===== config.mk =====
export PLATFORM = sky130hd
export DESIGN_NAME = uart_frame_ctrl
export DESIGN_NICKNAME = d
export VERILOG_FILES = /design/src/rtl/uart_frame_ctrl.sv
export SDC_FILE = /design/constraint.sdc
export NUM_CORES = 1
export LEC_CHECK = 0
export CORE_MARGIN = 2
export CORE_UTILIZATION = 35
export CTS_CLUSTER_DIAMETER = 150
export DETAILED_ROUTE_END_ITERATION = 8
export GPL_TIMING_DRIVEN = 0
export PLACE_DENSITY_LB_ADDON = 0.1
export SYNTH_ARGS = -nofsm -noshare
export SYNTH_HDL_FRONTEND = slang
export SYNTH_SLANG_ARGS = --single-unit

===== constraint.sdc =====
create_clock -name CLK -period 5.35 [get_ports CLK]
set_input_delay 0.535 -clock CLK [delete_from_list [all_inputs] [get_ports CLK]]
set_output_delay 0.535 -clock CLK [all_outputs]
set_load 0.03 [all_outputs]

===== src/rtl/uart_frame_ctrl.sv =====
// UART upload sequencer: parses a 0x00-led image header and streams the pixel
// bytes into the frame buffer. Every other byte is forwarded as a command.
module uart_frame_ctrl #(
    parameter int ADDR_W      = 16,
    parameter int TIMEOUT_CYC = 1000000
) (
    input  logic              CLK,
    input  logic              RST,
    input  logic [7:0]        rx_data,
    input  logic              rx_valid,
    output logic [7:0]        cmd_out,
    output logic              cmd_valid,
    output logic              pix_en,
    output logic [7:0]        img_vres,
    output logic [7:0]        img_hres,
    output logic              fb_we,
    output logic [ADDR_W-1:0] fb_addr,
    output logic [7:0]        fb_wdata,
    output logic              frame_done,
    output logic              frame_err
);

    localparam int CNT_W = $clog2(TIMEOUT_CYC) + 1;

    typedef enum logic [1:0] {
        IDLE   = 2'd0,
        HDR_V  = 2'd1,
        HDR_H  = 2'd2,
        PIXELS = 2'd3
    } state_t;

    state_t             state_q, state_d;
    logic [CNT_W-1:0]   idle_cnt, idle_cnt_d;
    logic [ADDR_W-1:0]  pix_cnt, pix_cnt_d;
    logic [ADDR_W-1:0]  total, total_d;
    logic [15:0]        res_prod;
    logic               timeout;

    logic [7:0]         cmd_out_d;
    logic               cmd_valid_d;
    logic               pix_en_d;
    logic [7:0]         img_vres_d;
    logic [7:0]         img_hres_d;
    logic               fb_we_d;
    logic [ADDR_W-1:0]  fb_addr_d;
    logic [7:0]         fb_wdata_d;
    logic               frame_done_d;
    logic               frame_err_d;

    assign res_prod = {8'h00, img_vres} * {8'h00, rx_data};

    // Abort fires on the cycle in which the idle count would step onto
    // TIMEOUT_CYC-1; a byte arriving in that cycle still takes priority.
    assign timeout = (state_q != IDLE) && !rx_valid &&
                     (idle_cnt == CNT_W'(TIMEOUT_CYC - 2));

    always_comb begin
        state_d      = state_q;
        idle_cnt_d   = idle_cnt + CNT_W'(1);
        pix_cnt_d    = pix_cnt;
        total_d      = total;
        cmd_out_d    = cmd_out;
        cmd_valid_d  = 1'b0;
        img_vres_d   = img_vres;
        img_hres_d   = img_hres;
        fb_we_d      = 1'b0;
        fb_addr_d    = fb_addr;
        fb_wdata_d   = fb_wdata;
        frame_done_d = 1'b0;
        frame_err_d  = 1'b0;

        if (state_q == IDLE || rx_valid) begin
            idle_cnt_d = '0;
        end

        case (state_q)
            IDLE: begin
                if (rx_valid) begin
                    if (rx_data == 8'h00) begin
                        state_d = HDR_V;
                    end else begin
                        cmd_out_d   = rx_data;
                        cmd_valid_d = 1'b1;
                    end
                end
            end
            HDR_V: begin
                if (rx_valid) begin
                    img_vres_d = rx_data;
                    if (rx_data == 8'h00) begin
                        frame_err_d = 1'b1;
                        state_d     = IDLE;
                    end else begin
                        state_d = HDR_H;
                    end
                end
            end
            HDR_H: begin
                if (rx_valid) begin
                    img_hres_d = rx_data;
                    if (rx_data == 8'h00) begin
                        frame_err_d = 1'b1;
                        state_d     = IDLE;
                    end else begin
                        pix_cnt_d = '0;
                        total_d   = ADDR_W'(res_prod);
                        state_d   = PIXELS;
                    end
                end
            end
            PIXELS: begin
                if (rx_valid) begin
                    fb_we_d    = 1'b1;
                    fb_addr_d  = pix_cnt;
                    fb_wdata_d = rx_data;
                    pix_cnt_d  = pix_cnt + ADDR_W'(1);
                    if (pix_cnt == total - ADDR_W'(1)) begin
                        frame_done_d = 1'b1;
                        pix_cnt_d    = '0;
                        state_d      = IDLE;
                    end
                end
            end
            default: state_d = IDLE;
        endcase

        if (timeout) begin
            frame_err_d = 1'b1;
            pix_cnt_d   = '0;
            state_d     = IDLE;
        end

        pix_en_d = (state_d != IDLE);
    end

    always_ff @(posedge CLK) begin
        if (RST) begin
            state_q    <= IDLE;
            idle_cnt   <= '0;
            pix_cnt    <= '0;
            total      <= '0;
            cmd_out    <= '0;
            cmd_valid  <= 1'b0;
            pix_en     <= 1'b0;
            img_vres   <= '0;
            img_hres   <= '0;
            fb_we      <= 1'b0;
            fb_addr    <= '0;
            fb_wdata   <= '0;
            frame_done <= 1'b0;
            frame_err  <= 1'b0;
        end else begin
            state_q    <= state_d;
            idle_cnt   <= idle_cnt_d;
            pix_cnt    <= pix_cnt_d;
            total      <= total_d;
            cmd_out    <= cmd_out_d;
            cmd_valid  <= cmd_valid_d;
            pix_en     <= pix_en_d;
            img_vres   <= img_vres_d;
            img_hres   <= img_hres_d;
            fb_we      <= fb_we_d;
            fb_addr    <= fb_addr_d;
            fb_wdata   <= fb_wdata_d;
            frame_done <= frame_done_d;
            frame_err  <= frame_err_d;
        end
    end

endmodule


==> Implementation_results.wiki <==
{| class="wikitable"
! Metric !! Value
|-
| Status || finished, final reports clean
|-
| Worst ir drop on vdd || 0.0001539 V
|-
| Timing startpoint of the critical path || rx_data[3]
|-
| Register area share after synthesis || ~31%
|-
| Setup TNS || 0 ps
|-
| Hold-critical path depth || 2
|-
| Worst min-delay path startpoint || fb_addr[8]
|-
| Die area || 21390 µm²
|-
| Total congestion overflow || 0
|-
| Transition time at the pin with the least slew margin || roughly 930 ps
|-
| Power per cell area || ~190 nW/µm²
|-
| RSZ-0062 raised after global routing || false
|-
| First-pass DRT Iterations || 4
|-
| CTS HTree Levels || 3
|-
| Largest cells by area after synthesis || dfxtp_1 (31%), fa_1 (10%), ha_1 (7.8%), nand2_1 (7.0%), and2_1 (5.1%)
|-
| Static power due to leakage || around 3.4 nW
|-
| Mapped Cells || 857
|-
| Most instantiated flip-flop cell in the synthesis netlist || dfxtp_1
|-
| Top cell types by occurrence after synthesis || nand2_1 (132), dfxtp_1 (108), a21oi_1 (72)
|-
| Number of antenna violations at the first check in global routing || 0
|-
| Final Routed Wirelength || 18.60 mm
|-
| Number of buffers added by the clock tree synthesis step || 9
|-
| Critical path class || primary input to flip-flop
|-
| Xor/xnor share of the synthesized area || 7.047%
|-
| Final number of max-transition violations || 0
|-
| Top cell type's share of synthesized area || 30.52%
|-
| Critical Path RT || 5630 ps
|-
| Vias || a little under 6000
|-
| Worst Hold Class || flip-flop to flip-flop
|-
| Placed wire-length estimate || about 14 mm
|-
| Dominant cell by count in the synthesized netlist || nand2_1
|-
| Pin count of the biggest net entering global routing || 22
|-
| CTS sink count || 108
|-
| Wire length per cell || 15.49 µm
|-
| Number of inserted filler cells in the final layout || 2124
|-
| Initial Utilization || 35.35%
|-
| Crit path capture type || flip-flop
|-
| Number of buffer cells added on primary ports || 62
|-
| Synthesized-area fraction occupied by adder cells || roughly 18%
|-
| Fmax achieved || 0.1986 GHz
|-
| Via/cell ratio || 4.886
|-
| Maximum net fanout on the critical path || 10
|-
| Clock tree root driver cell || clkbuf_16
|-
| Number of antenna repair diodes || 0
|-
| Final number of hold-violating endpoints || 0
|-
| Clock tree from TritonCTS || built
|-
| Area after detailed placement || 8043 µm²
|-
| Setup-failing EPs final || 0
|-
| Sequential cell area || 2162 µm²
|-
| Fraction of the mapped netlist area in compound gates || 11.14%
|-
| Vertical die dimension || 146.3 µm
|-
| Area of all placed cells without fillers || 8382 µm²
|-
| First-pass GRT wire length || approximately 31 mm
|-
| Total chip power || 1.613 mW
|-
| Post-synthesis instance area || between 7000 and 8000 µm²
|-
| Final core utilization || 41.83%
|-
| Post-synth EDFFs || 0
|-
| Placeable core area || 20040 µm²
|-
| Gpl congestion || 0.7927
|-
| Register-to-register setup slack || approximately 630 ps
|-
| Main combinational cell family by area after synthesis || simple AND/OR/NAND/NOR gates
|-
| Synthesis-to-layout area growth || 18.32%
|-
| Mean cell area of the mapped netlist || about 8.3 µm²
|-
| Max-cap violations || 0
|-
| Floorplan row count || 52
|-
| Antenna-violating nets left || 0
|-
| Relative slew slack || 38.01%
|-
| Share of synthesized cell area in and, or, nand and nor gates || around 26%
|-
| Worst hold endpoint || fb_addr[8]
|-
| Total routing usage reported by global routing || 18.02%
|-
| Minimum clock period after layout || between 5000 and 6000 ps
|-
| Die Span X || 146.3 µm
|-
| Final clock skew || ~15 ps
|-
| Number of different library cells in the post-synthesis netlist || 62
|-
| Total of flip-flops plus latches after synthesis || 108
|-
| Post-synth top area cell || dfxtp_1
|-
| Setup Buffers After CTS || 0
|-
| Clock network latency to the later pin of the worst-skew pair || 360 ps
|-
| Number of buffers inserted for hold repair after clock tree synthesis || 0
|-
| DR iter-0 viols || 238
|-
| RR Endpoint || total[14]
|-
| Post-synthesis mux area share || 1.413%
|-
| DRC violation count after routing || 0
|-
| Final clock period utilization by the worst path || between 90% and 100%
|-
| Share of cells above drive strength 1 || 4.082%
|-
| Setup crit start kind || primary input
|-
| Via count of the first global-routing pass || approximately 6000
|-
| Max Root-Sink Buffers || 2
|-
| Ports placed on the boundary || 64
|-
| Startpoint of the worst-slack reg-to-reg timing path || img_vres[2]
|-
| Net count after synthesis || between 900 and 1000
|-
| Layout net count || 1017
|-
| Arrival time at the worst endpoint || 5320 ps
|-
| Fraction of synthesis flops using an asynchronous set or reset pin || 0%
|-
| Area of the multi-input gates || 4503 µm²
|-
| Reg2Reg Depth || 14
|-
| Clock-pin slew reported for the worst setup and hold paths after clock tree synthesis || 80 ps
|-
| Yosys warning total || 0
|}
through the flow:
step                worst slack, ps  cells  hold slack, ps
global placement             -504.3   1189           442.8
finish                        315.0   1201           454.1
floorplan                     792.0    857           452.6
CTS                           51.05   1201           458.9
detailed placement           -476.6   1189           447.5
global route                  14.41   1201           477.5
report_power, final:
part	leakage (nW)	internal (mW)	switching (mW)
registers	0.871	0.807	0.00250
clock network	0.160	0.382	0.352
logic	2.38	0.0213	0.0487
registers in the layout (all words and copies together), names as in the netlist:
signal / count
img_hres: 8
state_q: 2
fb_wdata: 8
frame_done: 1
cmd_out: 8
total: 16
frame_err: 1
img_vres: 8
pix_en: 1
fb_addr: 16
idle_cnt: 21
cmd_valid: 1
fb_we: 1
pix_cnt: 16
per-layer routing:
layer,share of wire (%),global-route usage [%]
met1,52,26.05
met3,3.2,2.688
met4,0.86,3.932
met5,0,0
met2,44,28.61
worst max-delay path by stage:
stage / end / slack, ps / depth (start not counted)
floorplan: total[14] / 790 / 15
global placement: total[14] / -500 / 16
detailed placement: total[14] / -480 / 16
CTS: total[14] / 50 / 15
global route: total[15] / 10 / 19
finish: total[15] / 320 / 19
cell type report:
| type | count | area share (%) |
|---|---|---|
| multi-input cells | 639 | 53.72 |
| flip-flops and latches | 108 | 25.79 |
| repair buffers | 62 | 7.524 |
| well taps | 270 | 4.030 |
| inverters | 66 | 2.956 |
| clock buffers | 9 | 2.687 |
| plain buffers | 40 | 2.060 |
| clock inverters | 7 | 1.224 |
cells in the final DEF, fill, tap and decap left out, types with 4 or more instances in the layout:
cell type,count
dlymetal6s2s_1,4
ha_1,44
mux2i_1,10
nand4_1,16
xnor2_1,30
xor2_1,27
a211oi_1,5
clkdlybuf4s50_1,58
o21ai_0,14
clkbuf_16,9
and2_1,58
nor3_1,13
nand2_1,132
inv_1,66
nor2_1,64
a21oi_1,72
and3_1,11
nand3b_1,6
dfxtp_1,108
fa_1,36
a31oi_1,4
nor4_1,8
clkbuf_1,32
nand3_1,27
kinds of logic (layout without fill, tap and decap cells):
group                    Yosys count  in the layout
adder cells (fa/ha/maj)           80             80
flip-flops                       108            108
AND/OR/NAND/NOR                  363            363
XOR/XNOR                          57             57
buffers and inverters            110            184
multiplexers                      10             10
AO/OA/AOI/OAI                    129            129
critical path: stages:
cell and delay (ps):
clkdlybuf4s50_1 480, buf_2 250, and2_1 190, fa_1 490
inv_1 50, fa_1 480, inv_1 60, fa_1 530
inv_1 50, fa_1 520, inv_1 40, ha_1 340
o21ai_0 90, a21oi_1 90, o211ai_1 270, a21oi_1 150
o31ai_1 320, xnor2_1 140, a211oi_1 220
what timing repair did:
item,in CTS,in global routing
gates resized for setup,2,8
setup endpoints to repair,1,3
gates cloned,0,0
(Power assumes the default switching activity.)
